--- src/rtl/mem_port_arbiter.sv ---
// mem_port_arbiter: round-robin arbiter sharing one synchronous memory between the core (C) and debug (D) ports,
// tracking read latency and routing read data back to the issuing port.
module mem_port_arbiter #(
    parameter int AW     = 32,
    parameter int DW     = 32,
    parameter int RD_LAT = 1
) (
    input  logic          clk,
    input  logic          rst,
    input  logic          c_req,
    input  logic          c_we,
    input  logic [AW-1:0] c_addr,
    input  logic [DW-1:0] c_wdata,
    output logic          c_gnt,
    output logic          c_rvalid,
    output logic [DW-1:0] c_rdata,
    input  logic          d_req,
    input  logic          d_we,
    input  logic [AW-1:0] d_addr,
    input  logic [DW-1:0] d_wdata,
    output logic          d_gnt,
    output logic          d_rvalid,
    output logic [DW-1:0] d_rdata,
    output logic [AW-1:0] mem_addr,
    output logic [DW-1:0] mem_wdata,
    output logic          mem_we,
    output logic          mem_re,
    input  logic [DW-1:0] mem_rdata,
    output logic          busy
);
    localparam int CW = $clog2(RD_LAT + 1);
    typedef enum logic {S_READY, S_WAIT} state_t;
    state_t        r_state;
    logic [CW-1:0] r_cnt;
    logic          r_prio;
    logic          r_own;
    logic          r_rv;
    logic          w_ready;
    logic          w_gc;
    logic          w_gd;
    logic          w_gnt;
    logic          w_we;
    // Grants are gated by rst so every output reads 0 while reset is held.
    always_comb begin
        w_ready = (r_state == S_READY) && !rst;
        w_gc    = w_ready && c_req && !(d_req && r_prio);
        w_gd    = w_ready && d_req && !(c_req && !r_prio);
        w_gnt   = w_gc || w_gd;
        w_we    = w_gd ? d_we : c_we;
    end
    assign c_gnt     = w_gc;
    assign d_gnt     = w_gd;
    assign mem_addr  = w_gc ? c_addr : w_gd ? d_addr : '0;
    assign mem_wdata = w_gc ? c_wdata : w_gd ? d_wdata : '0;
    assign mem_we    = w_gnt && w_we;
    assign mem_re    = w_gnt && !w_we;
    assign busy      = r_state == S_WAIT;
    assign c_rvalid  = r_rv && !r_own;
    assign d_rvalid  = r_rv && r_own;
    assign c_rdata   = c_rvalid ? mem_rdata : '0;
    assign d_rdata   = d_rvalid ? mem_rdata : '0;
    always_ff @(posedge clk or posedge rst) begin
        if (rst) begin
            r_state <= S_READY;
            r_cnt   <= '0;
            r_prio  <= 1'b0;
            r_own   <= 1'b0;
            r_rv    <= 1'b0;
        end else begin
            r_rv <= (r_state == S_WAIT && r_cnt == CW'(1)) || (RD_LAT == 1 && mem_re);
            if (w_gnt)
                r_prio <= w_gc;
            if (mem_re)
                r_own <= w_gd;
            if (r_state == S_WAIT) begin
                r_cnt <= r_cnt - CW'(1);
                if (r_cnt == CW'(1))
                    r_state <= S_READY;
            end else if (mem_re && RD_LAT > 1) begin
                r_state <= S_WAIT;
                r_cnt   <= CW'(RD_LAT - 1);
            end
        end
    end
endmodule
--- config.mk ---
export PLATFORM = sky130hd
export DESIGN_NAME = mem_port_arbiter
export DESIGN_NICKNAME = d
export VERILOG_FILES = /design/src/rtl/mem_port_arbiter.sv
export SDC_FILE = /design/constraint.sdc
export NUM_CORES = 1
export LEC_CHECK = 0
export CAP_MARGIN = 40
export CORE_AREA = 10 10 109 111
export DETAILED_ROUTE_END_ITERATION = 8
export DIE_AREA = 0 0 119 121
export MAX_ROUTING_LAYER = met4
export PLACE_DENSITY = 0.71
export REMOVE_ABC_BUFFERS = 1
export SLEW_MARGIN = 20
export SYNTH_ARGS = -nofsm -noshare
export SYNTH_HDL_FRONTEND = slang
export SYNTH_SLANG_ARGS = --single-unit
--- constraint.sdc ---
create_clock -name clk -period 3.3 [get_ports clk]
set_clock_uncertainty 0.15 [all_clocks]
set_input_delay 0.66 -clock clk [delete_from_list [all_inputs] [get_ports clk]]
set_output_delay 0.66 -clock clk [all_outputs]
set_load 0.005 [all_outputs]
==> results of run 1 <==
==> worst paths after layout <==
kind                       startpoint            to  slack (ns)  cells after the start
setup / recovery                  rst  mem_addr[28]        0.06                      8
hold / removal                  r_cnt          busy        0.33                      1
setup reg to reg                 busy        r_prio        1.96                      4
hold reg to reg                 r_cnt          busy        0.33                      1
max in group asynchronous         rst         r_cnt        2.26                      2
min in group asynchronous         rst        r_prio        0.57                      2
==> area by class of cell <==
| cell class | instances | area share (%) |
|---|---|---|
| Tap cell | 133 | 3.61 |
| Multi-Input combinational cell | 144 | 23.8 |
| Clock buffer | 4 | 0.978 |
| Antenna cell | 1 | 0.0543 |
| Timing Repair Buffer | 315 | 68.6 |
| Sequential cell | 5 | 2.72 |
| Inverter | 2 | 0.163 |
==> synthesized netlist by cell type, types with 2 or more instances <==
cell type and count:
buf_2 5, and3_1 33, dfrtp_1 5, nor2b_1 2, buf_4 5, clkbuf_1 9, nand2_1 2, buf_6 4
a22o_1 65, and2_1 33
==> stage by stage <==
stage               total power [mW]  instances
finish                         0.843        604
CTS                            0.855        602
detailed placement             0.736        597
global route                   0.894        604
floorplan                      0.229        151
global placement               0.731        597
==> kinds of logic after synthesis <==
kind of cell	synth area share [%]
compound gates	44.5
xor+xnor	0.652
buf+inv	11.5
simple gates	34.0
flops	9.32
==> placed cells by master (no fill, tap or decap) <==
cell             synthesis  final
inv_2                    1      1
buf_8                    0      1
clkbuf_1                 9      1
inv_1                    1      1
nor2_4                   0      1
a22o_4                   0      2
nand4b_1                 1      1
a22o_1                  65     63
xor2_1                   1      1
dfrtp_1                  5      5
and3_4                   0      1
dlygate4sd2_1            0     12
nor2b_1                  2      2
buf_6                    4      3
o2bb2ai_1                1      1
buf_4                    5      9
diode_2                  0      1
and2_1                  33     33
buf_12                   0      2
and3_1                  33     32
clkbuf_8                 0      3
a21o_1                   1      1
o211ai_1                 1      1
o21ai_0                  1      1
nand3_2                  0      1
dlymetal6s2s_1           0      7
clkdlybuf4s50_1          0    281
nand2_1                  2      2
nand2b_1                 1      1
==> report_power, final <==
part           switching, mW  total, mW  internal, mW
Combinational          0.229      0.658         0.429
Clock                 0.0302      0.113        0.0829
Sequential           0.00374     0.0716        0.0679
==> worst max-delay path, stage by stage <==
cell and delay, ns:
clkdlybuf4s50_1 0.46, nor2_4 0.13, nand3_2 0.10, inv_2 0.11
buf_12 0.12, buf_4 0.15, a22o_1 0.13, clkdlybuf4s50_1 0.57
==> sequential cells by signal (all words and copies together), names as in the netlist <==
register,flops
r_own,1
r_cnt,1
r_prio,1
busy,1
r_rv,1
==> what timing repair did <==
action / CTS / global route
pin swaps: 0 / 1
buffers inserted: 1 / 1
endpoints found under the setup margin: 34 / 53
resized for setup: 17 / 13
==> per-layer routing <==
| metal | part of all wire, % | up-vias |
|---|---|---|
| met2 | 50 | 197 |
| met1 | 38 | 1221 |
| met4 | 2.8 | 0 |
| met5 | 0 | - |
| met3 | 8.8 | 20 |
| li1 | - | 1268 |
==> flow_metrics.env, run 1 <==
export IMPL_grt_max_degree=35
export IMPL_ys_types=22
export IMPL_io_pin_count=301
export IMPL_place_hpwl_um=13100
export IMPL_place_gp_congestion=0.851
export IMPL_setup_ws_ns=0.0647
export IMPL_cts_made_buffers=3
export IMPL_async_flop_share_pct=100
export IMPL_yosys_area_top_type_share_pct=42.4
export IMPL_clkTransAtPathRegs_ns=0.04
export IMPL_synth_top_area_cell="a22o_1"
export IMPL_clk_path_buf_depth=2
export IMPL_hold_path_class="flip-flop to flip-flop"
export IMPL_achievable_frequency_mhz=309
export IMPL_final_nets=637
export IMPL_fin_area_um2=4610
export IMPL_gr_usage_met1_pct=19.6
export IMPL_chipWidth_um=119
export IMPL_synth_cells=175
export IMPL_hold_buffers=0
export IMPL_crit_fanout=9
export IMPL_tightestPinTransition_ns=0.271
export IMPL_antenna_found_initial=1
export IMPL_wl_per_cell_um=23.5
export IMPL_clock_latency_ns=0.22
export IMPL_ys_flop_type="dfrtp_1"
export IMPL_leakage_nw=2.04
export IMPL_drt_iter0_markers=131
export IMPL_ir_worst_vdd_v=0.0000862
export IMPL_firstDrtPassIters=4
export IMPL_cap_violations=0
export IMPL_drive_above_1_share_pct=5.11
export IMPL_hold_slack_ns=0.329
export IMPL_fin_tns_setup_ns=0
export IMPL_drv_slew=0
export IMPL_timing_final_crit_share_pct=98.0
export IMPL_synth_cell_area_um2=1340
export IMPL_vias=2706
export IMPL_die_area_um2=14400
export IMPL_routed_via_density=4.48
export IMPL_grt_util_all_layers_pct=18.4
export IMPL_drcViolationCount=0
export IMPL_placed_cell_area_um2=4480
export IMPL_fillerInstances=965
export IMPL_synth_area_top_cells="a22o_1 (42%), and2_1 (15%), and3_1 (15%), dfrtp_1 (9.3%), buf_6 (3.4%)"
export IMPL_core_area_um2=9640
export IMPL_status="complete, no violations"
export IMPL_p_per_area_nw_per_um2=183
export IMPL_crit_arrival_ns=2.43
export IMPL_register_area_um2=125
export IMPL_maxSlewHeadroom_pct=81.9
export IMPL_startpoint_type="input port"
export IMPL_min_period_ns=3.24
export IMPL_worstSetupPathType="input port to output pin"
export IMPL_yosysWarnings=0
export IMPL_hold_viol=0
export IMPL_setup_viol=0
export IMPL_tritoncts="done"
export IMPL_wirelength_um=14200
export IMPL_synth_seq_cells=5
export IMPL_grt_pass1_wl_um=19700
export IMPL_ant_nets=0
export IMPL_multi_input_area_um2=1100
export IMPL_grt_pass1_vias=2916
export IMPL_synth_edf_count=0
export IMPL_avgSynthCellArea_um2=7.67
export IMPL_endpoint_kind="output pin"
export IMPL_fp_dieH_um=121
export IMPL_clkSinkCount=5
export IMPL_yosysSeqAreaShare_pct=9.32
export IMPL_busiest_layer="met2"
export IMPL_area_delta_synth_final_pct=243
export IMPL_initial_core_util_pct=13.9
export IMPL_grt_util_met2_pct=32.2
export IMPL_portBuffers=300
export IMPL_num_rows=36
export IMPL_pre_cts_ws_ns=-0.157
export IMPL_grtUsageMet3_pct=5.82
export IMPL_overflow=0
export IMPL_htree_levels=1
export IMPL_fin_util_pct=47.8
export IMPL_clk_root_buffer_cell="clkbuf_8"
export IMPL_worstPathRequired_ns=2.49
No activity file was read; power rests on OpenSTA's default activity.
==> run 2, diff against run 1 <==
Settings changed: GPL_TIMING_DRIVEN from default to 0.
==> run 2 against run 1 <==
  * Sequential share of layout area about the same
  * Setup slack better by 0.021 ns
  * Maximum frequency up 0.64%
  * Cell area up 0.14%
  * Critical path depth down 3
  * Critical endpoint is now mem_wdata[15]
  * Largest cell class unchanged
  * Largest power group unchanged
==> flow_metrics.env, run 2 (synthesis gave the netlist of run 1 again) <==
export IMPL_place_hpwl_um=12700
export IMPL_maxSlewHeadroom_pct=71.3
export IMPL_leakage_nw=1.95
export IMPL_drv_slew=0
export IMPL_layout_commonest_cell="clkdlybuf4s50_1"
export IMPL_endpoint_kind="output pin"
export IMPL_hold_path_class="flip-flop to flip-flop"
export IMPL_cp_buffers_inverters=2
export IMPL_vias=2686
export IMPL_drive_above_1_share_pct=5.13
export IMPL_clkTransAtPathRegs_ns=0.04
export IMPL_io_pin_count=301
export IMPL_crit_fanout=17
export IMPL_clkSinkCount=5
export IMPL_grt_pass1_wl_um=20100
export IMPL_clk_path_buf_depth=2
export IMPL_htree_levels=1
export IMPL_fin_area_um2=4610
export IMPL_firstDrtPassIters=4
export IMPL_final_nets=635
export IMPL_hold_buffers=0
export IMPL_clock_latency_ns=0.22
export IMPL_cpPeakStageDelay_ns=0.54
export IMPL_crit_arrival_ns=2.40
export IMPL_grt_max_degree=36
export IMPL_cp_common_cell="clkdlybuf4s50_1"
export IMPL_rsz0062_at_grt="false"
export IMPL_routed_via_density=4.46
export IMPL_tightestPinTransition_ns=0.430
export IMPL_antenna_found_initial=1
export IMPL_ir_worst_vdd_v=0.0000846
export IMPL_drt_iter0_markers=88
export IMPL_hold_viol=0
export IMPL_drcViolationCount=0
export IMPL_die_area_um2=14400
export IMPL_core_area_um2=9640
export IMPL_ant_nets=0
export IMPL_status="complete, no violations"
export IMPL_wirelength_um=14900
export IMPL_power_uw=863
export IMPL_num_rows=36
export IMPL_timing_final_crit_share_pct=97.4
export IMPL_startpoint_type="input port"
export IMPL_area_delta_synth_final_pct=244
export IMPL_clk_root_buffer_cell="clkbuf_8"
export IMPL_overflow=0
export IMPL_path_cells="clkdlybuf4s50_1 -> nand2_2 -> and3_4 -> a22o_1 -> clkdlybuf4s50_1"
export IMPL_layout_common_cells="clkdlybuf4s50_1 (281), a22o_1 (64), and2_1 (33)"
export IMPL_slowest_stage="clkdlybuf4s50_1"
export IMPL_wl_per_cell_um=24.8
export IMPL_min_period_ns=3.21
export IMPL_portBuffers=300
export IMPL_grt_pass1_vias=2894
export IMPL_fp_dieH_um=121
export IMPL_p_per_area_nw_per_um2=187
export IMPL_tritoncts="done"
export IMPL_placed_cell_area_um2=4400
export IMPL_grt_util_all_layers_pct=19.2
export IMPL_cts_made_buffers=3
export IMPL_cap_violations=0
export IMPL_worstSetupPathType="input port to output pin"
export IMPL_initial_core_util_pct=13.9
export IMPL_hold_slack_ns=0.321
export IMPL_worstPathRequired_ns=2.49
export IMPL_crit_family="buffers and inverters"
export IMPL_place_gp_congestion=0.835
export IMPL_chipWidth_um=119
export IMPL_achievable_frequency_mhz=311
export IMPL_setup_viol=0
## run 2: cell types whose count changed in the layout (fill, tap and decap cells not counted), sizes merged
cell,previous run,this run
buf,15,7
bufbuf,0,1
dlymetal6s2s,7,0
dlygate4sd2,12,19
inv,2,3
and3,33,37
## run 2: worst reg2reg max path: stages, from the launching register on
cell and delay (ns):
dfrtp_1 0.44, nor2_4 0.27, nand3_4 0.14, buf_4 0.19, a21o_1 0.17
## run 2: power breakdown
group / switching (mW) / total, mW / internal, mW
Combinational: 0.234 / 0.666 / 0.432
Clock: 0.0321 / 0.115 / 0.0831
Sequential: 0.0138 / 0.0818 / 0.0680
## run 2: final cells by class
| type | instances | area (µm²) |
|---|---|---|
| well taps | 133 | 166 |
| inverters | 2 | 15.0 |
| multi-input cells | 148 | 1140 |
| repair inverters | 1 | 6.26 |
| diodes | 1 | 2.50 |
| fillers | 981 | 5030 |
| flip-flops and latches | 5 | 126 |
| clock buffers | 4 | 45.0 |
| repair buffers | 308 | 3110 |
## run 2: worst paths after layout
kind	cells after the start	slack, ns	startpoint	end
max reg2reg	4	1.82	busy	r_prio
min	1	0.32	r_cnt	busy
max in group asynchronous	2	2.44	rst	r_rv
min in group asynchronous	2	0.38	rst	busy
max	5	0.09	d_req	mem_wdata[15]
min reg2reg	1	0.32	r_cnt	busy
## run 2: repair_timing
item,CTS,global route
pin swaps,3,0
gates resized for setup,32,2
setup endpoints to repair,67,56
cloned,5,1
hold endpoints to repair,0,0
setup buffers,2,2
## run 2: layer usage
layer	global-route usage [%]	part of all wire (%)	wire length, µm
met4	4.58	1.8	269
met5	-	0	0
met2	34.9	51	7680
met3	5.49	8.1	1210
met1	20.1	39	5780
## run 2: per-stage QoR
step                      setup TNS, ns  util (%)  instances  setup WS, ns
after floorplan                       0         -        151        0.0920
after global placement          -120.62      45.3        584         -1.65
after detailed placement         -25.48      45.7        586        -0.560
after CTS                             0      47.3        597       0.00434
after global routing                  0      47.9        602        0.0306
final                                 0      47.9        602        0.0854
